[config.mk]
export PLATFORM = sky130hd
export DESIGN_NAME = dma_ldst_engine
export DESIGN_NICKNAME = d
export VERILOG_FILES = /design/src/rtl/dma_ldst_engine_pkg.sv /design/src/rtl/dma_addr_cnt.sv /design/src/rtl/dma_ldst_engine.sv
export SDC_FILE = /design/constraint.sdc
export NUM_CORES = 1
export LEC_CHECK = 0
export ABC_AREA = 1
export BUFFER_PORTS_ARGS = -buffer_cell sky130_fd_sc_hd__buf_2
export CAP_MARGIN = 20
export CORE_MARGIN = 3
export CORE_UTILIZATION = 45
export DETAILED_ROUTE_END_ITERATION = 10
export PLACE_DENSITY = 0.83
export SETUP_SLACK_MARGIN = 0.5
export SLEW_MARGIN = 10
export SYNTH_ARGS = -nofsm -noshare
export SYNTH_HDL_FRONTEND = slang
export SYNTH_HIERARCHICAL = 1
export SYNTH_SLANG_ARGS = --single-unit
[constraint.sdc]
create_clock -name clk -period 1.9 [get_ports clk]
set_input_delay 0.19 -clock clk [delete_from_list [all_inputs] [get_ports clk]]
set_output_delay 0.19 -clock clk [all_outputs]
set_load 0.005 [all_outputs]
[src/rtl/dma_ldst_engine_pkg.sv]
// Shared widths, FSM state encodings and op encoding for the load/store DMA engine.
package dma_ldst_engine_pkg;

    localparam int DMA_CPU_W = 16;
    localparam int DMA_CNT_W = 16;

    typedef enum logic [2:0] {
        S_IDLE   = 3'd0,
        S_LD_REQ = 3'd1,
        S_LD_OUT = 3'd2,
        S_ST_IN  = 3'd3,
        S_ST_REQ = 3'd4,
        S_DONE   = 3'd5
    } state_t;

    typedef enum logic {
        OP_LD = 1'b0,
        OP_ST = 1'b1
    } op_t;

endpackage

[src/rtl/dma_addr_cnt.sv]
// Word address / remaining-count pair for the DMA walk; o_last flags the final word.
module dma_addr_cnt #(
    parameter int ADDR_W = 16,
    parameter int CNT_W  = 16
) (
    input  logic              clk,
    input  logic              rst_n,
    input  logic              i_load,
    input  logic [ADDR_W-1:0] i_addr,
    input  logic [CNT_W-1:0]  i_cnt,
    input  logic              i_step,
    output logic [ADDR_W-1:0] o_addr,
    output logic              o_last
);

    logic [ADDR_W-1:0] r_addr;
    logic [CNT_W-1:0]  r_cnt;

    // Address increment wraps naturally at the top of the address space.
    always_ff @(posedge clk) begin
        if (!rst_n) begin
            r_addr <= '0;
            r_cnt  <= '0;
        end else if (i_load) begin
            r_addr <= i_addr;
            r_cnt  <= i_cnt;
        end else if (i_step) begin
            r_addr <= r_addr + ADDR_W'(1);
            r_cnt  <= r_cnt - CNT_W'(1);
        end
    end

    assign o_addr = r_addr;
    assign o_last = (r_cnt == CNT_W'(1));

endmodule

[src/rtl/dma_ldst_engine.sv]
// Single-channel load/store DMA: walks memory one word at a time, streaming to/from the array.
import dma_ldst_engine_pkg::*;

module dma_ldst_engine #(
    parameter int CPU_W = DMA_CPU_W,
    parameter int CNT_W = DMA_CNT_W
) (
    input  logic             clk,
    input  logic             rst_n,
    input  logic             i_start_ld,
    input  logic             i_start_st,
    input  logic [CPU_W-1:0] i_sa_ld,
    input  logic [CPU_W-1:0] i_dnum_ld,
    input  logic [CPU_W-1:0] i_sa_st,
    input  logic [CPU_W-1:0] i_dnum_st,
    output logic             o_mem_req,
    output logic             o_mem_we,
    output logic [CPU_W-1:0] o_mem_addr,
    output logic [CPU_W-1:0] o_mem_wdata,
    input  logic             i_mem_ack,
    input  logic [CPU_W-1:0] i_mem_rdata,
    output logic             o_ld_valid,
    output logic [CPU_W-1:0] o_ld_data,
    input  logic             i_ld_ready,
    input  logic             i_st_valid,
    input  logic [CPU_W-1:0] i_st_data,
    output logic             o_st_ready,
    output logic             o_busy,
    output logic             o_done,
    output logic             o_done_st
);

    state_t           r_state;
    state_t           w_next;
    op_t              r_op;
    logic [CPU_W-1:0] r_buf;

    logic             w_start;
    logic             w_sel_st;
    logic [CPU_W-1:0] w_start_addr;
    logic [CNT_W-1:0] w_start_cnt;
    logic             w_step;
    logic             w_last;
    logic [CPU_W-1:0] w_addr;

    // Load wins when both start pulses arrive together.
    assign w_start      = (r_state == S_IDLE) && (i_start_ld || i_start_st);
    assign w_sel_st     = !i_start_ld;
    assign w_start_addr = w_sel_st ? i_sa_st : i_sa_ld;
    assign w_start_cnt  = w_sel_st ? i_dnum_st[CNT_W-1:0] : i_dnum_ld[CNT_W-1:0];
    assign w_step       = ((r_state == S_LD_OUT) && i_ld_ready) ||
                          ((r_state == S_ST_REQ) && i_mem_ack);

    dma_addr_cnt #(
        .ADDR_W (CPU_W),
        .CNT_W  (CNT_W)
    ) u_addr_cnt (
        .clk    (clk),
        .rst_n  (rst_n),
        .i_load (w_start),
        .i_addr (w_start_addr),
        .i_cnt  (w_start_cnt),
        .i_step (w_step),
        .o_addr (w_addr),
        .o_last (w_last)
    );

    always_ff @(posedge clk) begin
        if (!rst_n) begin
            r_state <= S_IDLE;
        end else begin
            r_state <= w_next;
        end
    end

    always_comb begin
        w_next = r_state;
        case (r_state)
            S_IDLE: begin
                if (w_start) begin
                    if (w_start_cnt == '0) w_next = S_DONE;
                    else if (w_sel_st)     w_next = S_ST_IN;
                    else                   w_next = S_LD_REQ;
                end
            end
            S_LD_REQ: if (i_mem_ack)  w_next = S_LD_OUT;
            S_LD_OUT: if (i_ld_ready) w_next = w_last ? S_DONE : S_LD_REQ;
            S_ST_IN:  if (i_st_valid) w_next = S_ST_REQ;
            S_ST_REQ: if (i_mem_ack)  w_next = w_last ? S_DONE : S_ST_IN;
            S_DONE:   w_next = S_IDLE;
            default:  w_next = S_IDLE;
        endcase
    end

    always_ff @(posedge clk) begin
        if (!rst_n) begin
            r_op  <= OP_LD;
            r_buf <= '0;
        end else begin
            if (w_start) r_op <= w_sel_st ? OP_ST : OP_LD;
            if ((r_state == S_LD_REQ) && i_mem_ack)
                r_buf <= i_mem_rdata;
            else if ((r_state == S_ST_IN) && i_st_valid)
                r_buf <= i_st_data;
        end
    end

    always_comb begin
        o_mem_req  = (r_state == S_LD_REQ) || (r_state == S_ST_REQ);
        o_mem_we   = (r_state == S_ST_REQ);
        o_ld_valid = (r_state == S_LD_OUT);
        o_st_ready = (r_state == S_ST_IN);
        o_busy     = (r_state != S_IDLE);
        o_done     = (r_state == S_DONE);
        o_done_st  = (r_state == S_DONE) && (r_op == OP_ST);
    end

    assign o_mem_addr  = w_addr;
    assign o_mem_wdata = r_buf;
    assign o_ld_data   = r_buf;

endmodule

==> results.toml, run 1 <==
[routing]
routed_wirelength_mm = 13.4
routed_via_density = 5.29
dr.pass1.iters = 5
antenna_left = 0
routedWlPerCell_um = 14.9
first_iter_violations = 383
drcViolationCount = 0
via_count = 4773

[timing]
worst_pin_slew_ns = 0.775
setup_tns_ns = 0
fin_crit_sh_pct = 90.5
hold_violations = 0
fmax_mhz = 582
slew_headroom_pct = 48.3
setup_viol = 0
slew_violations = 0
rsz0062_at_grt = "true"
min_period_ns = 1.72
setup_ws_ns = 0.181
skew_ns = 0.00961

[synth]
syn_nets = 722
avgSynthCellArea_um2 = 6.22
syn_area_um2 = 3830
synthTopCellsByArea = "dfxtp_1 (27%), nand2_1 (22%), a21oi_1 (5.5%)"
synthArstFlopShare_pct = 0
synth_enable_flop_cells = 0
synthCells = 616
synth_most_common_cell = "nand2_1"
synth_cell_types = 36
yosys_warnings = 6
ys_seq_elements = 52
synth_common_cells = "nand2_1 (221), nor2_1 (54), dfxtp_1 (52), a21oi_1 (42), inv_1 (38)"
synth_ff_type = "dfxtp_1"
yosysTopAreaCell = "dfxtp_1"
yosysSeqAreaShare_pct = 27.2
synth_top_area_share_pct = 27.2

[clocking]
clk_latency_ns = 0.31
cts_root_buf = "clkbuf_8"
path_clk_slew_ns = 0.10
cts_tree = "done"
clockBufferDepth = 2
cts_num_sinks = 52
numCtsBuffers = 5
cts_max_level = 2
cts_hold_buf = 0

[placed_design]
gp_congestion = 0.947
place_hpwl_mm = 8.64
place_ws_ns = 0.129
io_buffers = 157

[layout]
layout.nets = 902
syn_to_final_growth_pct = 42.5
drive_above_1_share_pct = 41.3

[floorplanning]
start_util_pct = 46.4
die_y_um = 98.3
ioPinCount = 158
core_area_um2 = 8260
core.rowCount = 33
die_w_um = 98.3
dieArea_um2 = 9650

[grt]
grt_start_max_net_pins = 35
antenna_found_initial = 0
grt_pass1_vias = 4312
grt-ovfl-total = 0
grt_pass1_wl_mm = 19.2
grt_usage_pct = 23.5

[min_path]
hold_class = "primary input to flip-flop"

[power_and_ir_drop]
ir_worst_vdd_v = 0.000542
leakage_nw = 2.72
powerDensity_nw_per_um2 = 1290

[critical_path]
cp-start-kind = "flip-flop"
worstPathMaxFanout = 7
max_stage_delay_ns = 0.39
crit_required_ns = 2.12
crit_top_cell = "buf_12"
cp.arrival_ns = 1.94
endpoint_kind = "flip-flop"
worstPathCellList = "nor2_4 > nand2_4 > a21oi_4 > buf_6 > buf_12 > buf_12 > a22oi_1 > a21oi_1"
path_class = "flip-flop to flip-flop"
crit_slowest_cell = "dfxtp_4"

[flow_run]
drv_cap = 0

[run_status]
status = "complete, no violations"
==> placed cells by master (no fill, tap or decap), types with 3 or more instances in the layout <==
| master | count |
|---|---|
| a21oi_2 | 7 |
| nor2_2 | 22 |
| o211ai_1 | 3 |
| dfxtp_1 | 47 |
| a22oi_1 | 14 |
| nand2_2 | 13 |
| inv_1 | 34 |
| nand2_1 | 209 |
| nand2_4 | 5 |
| dfxtp_4 | 3 |
| buf_12 | 5 |
| buf_2 | 153 |
| buf_6 | 13 |
| a21oi_1 | 38 |
| o21ai_2 | 4 |
| buf_4 | 35 |
| o21ai_1 | 15 |
| inv_6 | 3 |
| clkbuf_8 | 6 |
| nand3_2 | 6 |
| nand3_1 | 23 |
| a31oi_1 | 4 |
| nand4_1 | 9 |
| inv_4 | 5 |
| nor2_1 | 47 |
| inv_2 | 8 |
| xor2_1 | 5 |
| nor2_4 | 18 |
| ha_1 | 3 |
| o21ai_0 | 10 |
==> cell families (layout without fill, tap and decap cells) <==
family	Yosys count	after routing	share of synthesized area [%]
DFF	52	52	27.2
and+or+nand+nor	360	363	42.1
AOI/OAI and AO/OA	102	102	15.6
other	0	1	0
buffers and inverters	91	269	12.3
xor gates and xnor gates	8	8	1.83
adders and majority gates	3	3	0.980
==> path summary, 6_finish.rpt <==
kind                   startpoint                    end  slack (ns)  cells past startpoint
hold / removal    i_mem_rdata[14]          o_ld_data[14]        0.16                      3
setup / recovery       r_state[1]  u_addr_cnt/o_addr[10]        0.18                      8
setup reg to reg       r_state[1]  u_addr_cnt/o_addr[10]        0.18                      8
hold reg to reg     o_ld_data[12]          o_ld_data[12]        0.48                      2
==> final cells by class <==
| cell class | instances | area [um2] |
|---|---|---|
| fillers | 689 | 2800 |
| multi-input cells | 476 | 2580 |
| repair buffers | 211 | 1380 |
| flip-flops and latches | 52 | 1050 |
| inverters | 50 | 215 |
| well taps | 105 | 131 |
| clock buffers | 6 | 82.6 |
| clock inverters | 2 | 10.0 |
| diodes | 1 | 2.50 |
==> what timing repair did <==
item / in CTS / in global routing
gates resized for setup: 29 / 55
pin swaps: 9 / 32
endpoints found under the setup margin: 52 / 56
gates cloned: 3 / 4
setup buffers: 19 / 23
==> registers in the layout, indices dropped and copies added (netlist names) <==
| name | cells |
|---|---|
| o_ld_data | 16 |
| r_op | 1 |
| r_state | 3 |
| u_addr_cnt/o_addr | 16 |
| u_addr_cnt/r_cnt | 16 |
==> metrics by stage <==
| stage | power [mW] | std cells | hold WS [ns] | instance area, um2 | util [%] |
|---|---|---|---|---|---|
| 5_1_grt | 7.46 | 902 | 0.162 | 5450 | 66.0 |
| 3_3_place_gp | 4.88 | 845 | 0.461 | 4590 | 55.6 |
| 2_1_floorplan | 4.17 | 616 | 0.288 | 3910 | - |
| 6_report | 7.01 | 903 | 0.161 | 5460 | 66.1 |
| 4_1_cts | 6.13 | 875 | 0.157 | 4960 | 60.1 |
| 3_5_place_dp | 4.94 | 845 | 0.468 | 4590 | 55.6 |
==> report_power, final <==
part | internal, mW | switching [mW] | total [mW]
registers | 1.42 | 0.415 | 1.83
logic | 2.00 | 2.51 | 4.51
clock network | 0.292 | 0.381 | 0.673
total | 3.71 | 3.31 | 7.01
==> per-layer routing <==
layer,part of all wire [%],GRT usage (%),vias to the layer above,routed length [um]
met5,0,0,-,0
met4,2.9,7.35,0,385
met3,8.7,4.07,49,1170
met2,49,42.1,260,6590
met1,39,28.4,2136,5270
li1,-,-,2328,-
==> worst max-delay path, delay by kind of cell (launching register included) <==
kind / cells / cell delay [ns]
buffers and inverters: 3 / 0.41
AND/OR/NAND/NOR: 2 / 0.25
flip-flops: 1 / 0.39
AO/OA/AOI/OAI: 3 / 0.57
Note: power is estimated with default switching activity, not from simulation.
==> run 2: changes to the inputs <==
--- a/config.mk
+++ b/config.mk
@@ -18,3 +18,2 @@
 export SYNTH_HDL_FRONTEND = slang
-export SYNTH_HIERARCHICAL = 1
 export SYNTH_SLANG_ARGS = --single-unit
==> constraint.sdc (replaced) <==
create_clock -name clk -period 1.9 [get_ports clk]
set_input_delay 0.38 -clock clk [delete_from_list [all_inputs] [get_ports clk]]
set_output_delay 0.38 -clock clk [all_outputs]
set_load 0.005 [all_outputs]
==> run 2 against run 1 <==
Final cell count shrank 3.3%. Utilization grew 8.9 points. Wire length grew 14%. Synthesized cell count shrank 3.4%. Sequential share of layout area shrank 1.2 points. Clock power grew 2%. Critical path depth grew 1. Die area shrank 4.7%. Sequential cell count is the same.
==> results.toml, run 2 <==
[grt]
grt_pass1_wl_mm = 19.6
grt-ovfl-total = 0
grt_start_max_net_pins = 34
grt_pass1_vias = 4183
grt_usage_pct = 26.5
antenna_found_initial = 0

[synth]
synth_ff_type = "dfxtp_1"
ys_seq_elements = 52
synthTopCellsByArea = "dfxtp_1 (29%), nand2_1 (16%), nor2_1 (10%)"
syn_nets = 701
yosysTopAreaCell = "dfxtp_1"
synth_top_area_share_pct = 28.6
synthArstFlopShare_pct = 0
avgSynthCellArea_um2 = 6.12
synth_common_cells = "nand2_1 (159), nor2_1 (99), a21oi_1 (54), dfxtp_1 (52), o21ai_0 (46)"
synth_enable_flop_cells = 0
synth_most_common_cell = "nand2_1"
yosysSeqAreaShare_pct = 28.6
yosys_warnings = 0
synthCells = 595
synth_cell_types = 36
syn_area_um2 = 3640

[min_path]
min_from = "i_mem_rdata[6]"
hold_class = "primary input to flip-flop"

[critical_path]
worstPathCellList = "inv_4 > nor3_2 > nand2_1 > nand3_4 > buf_12 > inv_12 > or2_0 > a21oi_1 > nor2_1"
worstPathMaxFanout = 10
crit_slowest_cell = "dfxtp_4"
critPathBufInv = 3
cp.arrival_ns = 1.97
max_stage_delay_ns = 0.42
crit_path_start = "r_state[1]"
path_class = "flip-flop to flip-flop"
crit_required_ns = 2.11
cp-start-kind = "flip-flop"
crit_family = "simple AND/OR/NAND/NOR gates"
reg2reg_from = "r_state[1]"
endpoint_kind = "flip-flop"

[power_and_ir_drop]
power_mw = 10.1
leakage_nw = 2.80
ir_worst_vdd_v = 0.000882
powerDensity_nw_per_um2 = 1720

[timing]
hold_violations = 0
slew_violations = 0
rsz0062_at_grt = "true"
setup_viol = 0
slew_headroom_pct = 73.9
worst_pin_slew_ns = 0.391
skew_ns = 0.00611
fin_crit_sh_pct = 93.0
fmax_mhz = 566
setup_tns_ns = 0
min_period_ns = 1.77

[floorplanning]
ioPinCount = 158
core.rowCount = 32
die_w_um = 95.9
core_area_um2 = 7810
start_util_pct = 46.6
dieArea_um2 = 9200
die_y_um = 95.9

[clocking]
path_clk_slew_ns = 0.11
numCtsBuffers = 5
clockBufferDepth = 2
cts_tree = "done"
clk_latency_ns = 0.31
cts_hold_buf = 0
cts_num_sinks = 52
cts_max_level = 2
cts_root_buf = "clkbuf_8"

[routing]
drcViolationCount = 0
antenna_left = 0
first_iter_violations = 441
dr.pass1.iters = 5
routed_via_density = 5.69
routedWlPerCell_um = 17.5
routed_wirelength_mm = 15.3
via_count = 4966

[layout]
drive_above_1_share_pct = 46.4
fill_cells = 529
final_cell_mix = "buf_2 (156), nand2_1 (137), nor2_1 (80)"
diodes = 0
final_cells = 873
syn_to_final_growth_pct = 60.8
final_common_cell = "buf_2"
layout.nets = 876

[run_status]
status = "complete, no violations"

[placed_design]
gp_congestion = 0.874
dp.cells = 820
place_hpwl_mm = 8.06
io_buffers = 157

[flow_run]
drv_cap = 0
## run 2: cell count changes after synthesis, sizes merged, moves of 7 or more
| cell | delta |
|---|---|
| nand2 | -65 |
| o21ai | +21 |
| a22oi | -16 |
| nor2 | +15 |
| nor3 | +9 |
| a21oi | +7 |
| inv | -7 |
| o31ai | +7 |
## run 2: worst reg2reg max path, stage by stage, from the launching register on
cell and delay (ns):
dfxtp_4 0.42, inv_4 0.06, nor3_2 0.20, nand2_1 0.17, nand3_4 0.16, buf_12 0.15
inv_12 0.05, or2_0 0.22, a21oi_1 0.17, nor2_1 0.07
## run 2: logic make-up after synthesis
kind of cell | Yosys count | synth area share, %
AND/OR/NAND/NOR | 308 | 35.0
AO/OA/AOI/OAI | 131 | 19.8
buffers and inverters | 88 | 12.5
flip-flops | 52 | 28.6
XOR/XNOR | 13 | 3.13
adder cells (fa/ha/maj) | 3 | 1.03
## run 2: layout make-up
| class | instances | area [um2] | area share (%) |
|---|---|---|---|
| multi-input combinational | 456 | 2810 | 48.0 |
| timing repair buffer | 211 | 1530 | 26.2 |
| sequential | 52 | 1060 | 18.2 |
| inverter | 43 | 218 | 3.72 |
| tap | 102 | 128 | 2.18 |
| clock buffer | 5 | 68.8 | 1.18 |
| clock inverter | 3 | 23.8 | 0.406 |
| timing repair inverter | 1 | 11.3 | 0.192 |
## run 2: final timing paths
check,end,slack (ns),cells after the start
min,o_ld_data[6],0.34,3
min reg2reg,o_ld_data[4],0.49,2
max reg2reg,u_addr_cnt.o_addr[7],0.13,9
max,u_addr_cnt.o_addr[7],0.13,9
## run 2: repair_timing
| action | 4_1_cts | 5_1_grt |
|---|---|---|
| endpoints found under the hold margin | 0 | 0 |
| buffers inserted | 19 | 16 |
| endpoints found under the setup margin | 58 | 58 |
| resized for setup | 63 | 150 |
| pin swaps | 15 | 36 |
| cloned | 8 | 2 |
## run 2: metal layers
metal  global-route usage, %  up-vias  wire length [um]
met3                    3.36       87              1390
li1                        -     2280                 -
met2                    46.3      355              7400
met5                       0        -                 0
met1                    33.8     2244              5640
met4                    8.41        0               822
## run 2: stage by stage
step                setup WS (ns)  cell area [um2]  utilization (%)  hold slack (ns)
global placement            0.114             4460             57.1            0.453
detailed placement         0.0120             4460             57.1            0.458
global route             -0.00455             5850             74.9            0.343
finish                      0.133             5850             74.9            0.342
floorplan                   0.470             3720                -            0.431
CTS                         0.321             5110             65.4            0.349
## run 2: power breakdown
part | switching, mW | internal [mW]
clock | 0.425 | 0.263
sequential | 0.599 | 1.52
combinational | 3.83 | 3.43
total | 4.85 | 5.21
==> run 3: changes to the inputs <==
Settings changed: CORE_UTILIZATION 45 to 48, CTS_CLUSTER_DIAMETER set to 200, PLACE_DENSITY 0.83 to 0.88.
==> run 3 against run 2 <==
Cell area is 2.4% lower. Register-to-register slack better by 0.07 ns. Critical endpoint is now u_addr_cnt.r_cnt[6]. Sequential share of layout area grew 0.60 points. Sequential power is essentially flat. Wire length rose by 9.3%. Count of clock-buffer cells in the layout rose by 1.
==> results.toml, run 3 (synthesis gave the netlist of run 2 again) <==
[timing]
min_period_ns = 1.70
fmax_mhz = 588
hold_violations = 0
worst_pin_slew_ns = 0.458
skew_ns = 0.0130
setup_viol = 0
slew_violations = 0
setup_tns_ns = 0
slew_headroom_pct = 69.2
fin_crit_sh_pct = 89.6
rsz0062_at_grt = "true"

[floorplanning]
die_w_um = 93.1
die_y_um = 93.1
core.rowCount = 31
start_util_pct = 49.9
core_area_um2 = 7290
ioPinCount = 158
dieArea_um2 = 8660

[routing]
first_iter_violations = 641
via_count = 5294
antenna_left = 0
routedWlPerCell_um = 19.1
dr.pass1.iters = 8
routed_via_density = 6.07
drcViolationCount = 0
routed_wirelength_mm = 16.7

[grt]
grt_pass1_wl_mm = 20.3
grt_usage_pct = 28.0
antenna_found_initial = 0
grt_pass1_vias = 4459
grt-ovfl-total = 0
grt_start_max_net_pins = 27

[critical_path]
crit_required_ns = 2.13
worstPathMaxFanout = 6
reg2reg_depth = 10
reg2reg_from = "r_state[0]"
regToRegSetupSlack_ns = 0.20
crit_path_start = "r_state[0]"
path_class = "flip-flop to flip-flop"
endpoint_kind = "flip-flop"
cp.arrival_ns = 1.93
cp-endpoint = "u_addr_cnt.r_cnt[6]"
r2r_end = "u_addr_cnt.r_cnt[6]"
cp-start-kind = "flip-flop"

[clocking]
cts_max_level = 2
clockBufferDepth = 2
cts_root_buf = "clkbuf_8"
numCtsBuffers = 5
clk_latency_ns = 0.32
cts_tree = "done"
cts_num_sinks = 52
path_clk_slew_ns = 0.11

[power_and_ir_drop]
ir_worst_vdd_v = 0.000741
powerDensity_nw_per_um2 = 1660
leakage_nw = 2.73

[layout]
finalInstanceArea_um2 = 5710
drive_above_1_share_pct = 45.9
layout.nets = 878
fin_util_pct = 78.3
final_cell_mix = "buf_2 (159), nand2_1 (145), nor2_1 (63)"
fill_cells = 435
syn_to_final_growth_pct = 56.9
diodes = 0
final_common_cell = "buf_2"

[placed_design]
io_buffers = 157
place_hpwl_mm = 8.24
postPlaceCellArea_um2 = 4440
gp_congestion = 0.961

[run_status]
status = "complete, no violations"

[flow_run]
drv_cap = 0

[min_path]
hold_class = "primary input to flip-flop"
min_from = "i_mem_rdata[5]"
min_path_cells = 3
-- run 3: worst max-delay path: stages (launching register included) --
cell	delay, ns
dfxtp_4	0.43
nor2_2	0.06
nand2_2	0.10
clkinv_4	0.11
nand2_8	0.10
nand3_4	0.16
buf_6	0.18
buf_4	0.15
nand2_2	0.05
nand2_1	0.07
a21oi_1	0.18
-- run 3: layout make-up --
type	instances	area [um2]	area share, %
Clock buffer	6	82.6	1.45
Clock inverter	2	38.8	0.679
Inverter	43	214	3.75
Multi-Input combinational cell	458	2760	48.4
Sequential cell	52	1070	18.8
Tap cell	99	124	2.17
Timing Repair Buffer	212	1420	24.8
-- run 3: routing by layer --
metal / vias up / GRT usage, % / share of wire (%)
met5: - / 0 / 0
met4: 0 / 10.6 / 6.4
met3: 123 / 3.86 / 11
met2: 491 / 48.7 / 48
met1: 2391 / 35.2 / 35
li1: 2289 / - / -
-- run 3: worst min-delay path by stage --
stage | endpoint | slack (ns)
after CTS | o_ld_data[0] | 0.36
final | o_ld_data[5] | 0.37
after detailed placement | r_op | 0.46
after global placement | r_op | 0.45
after floorplan | r_op | 0.43
after global routing | o_ld_data[5] | 0.38
-- run 3: stage by stage --
stage,total power [mW],worst slack [ns],hold slack [ns],instances
2_1_floorplan,4.84,0.470,0.431,595
3_3_place_gp,5.60,0.104,0.452,819
3_5_place_dp,5.74,-0.00115,0.462,819
4_1_cts,7.92,0.360,0.362,857
5_1_grt,9.88,0.137,0.384,872
6_report,9.46,0.198,0.372,872
-- run 3: report_power, final --
group	leakage, nW	switching (mW)	internal (mW)	total, mW
Combinational	2.24	3.72	2.80	6.52
Sequential	0.433	0.566	1.53	2.10
Clock	0.0614	0.416	0.432	0.848
Total	2.73	4.70	4.76	9.46
-- run 3: repair_timing --
action | 4_1_cts | 5_1_grt
cloned | 8 | 3
endpoints found under the setup margin | 58 | 58
buffers inserted | 22 | 12
pin swaps | 18 | 45
hold buffers | 0 | 0
gates resized for setup | 79 | 125
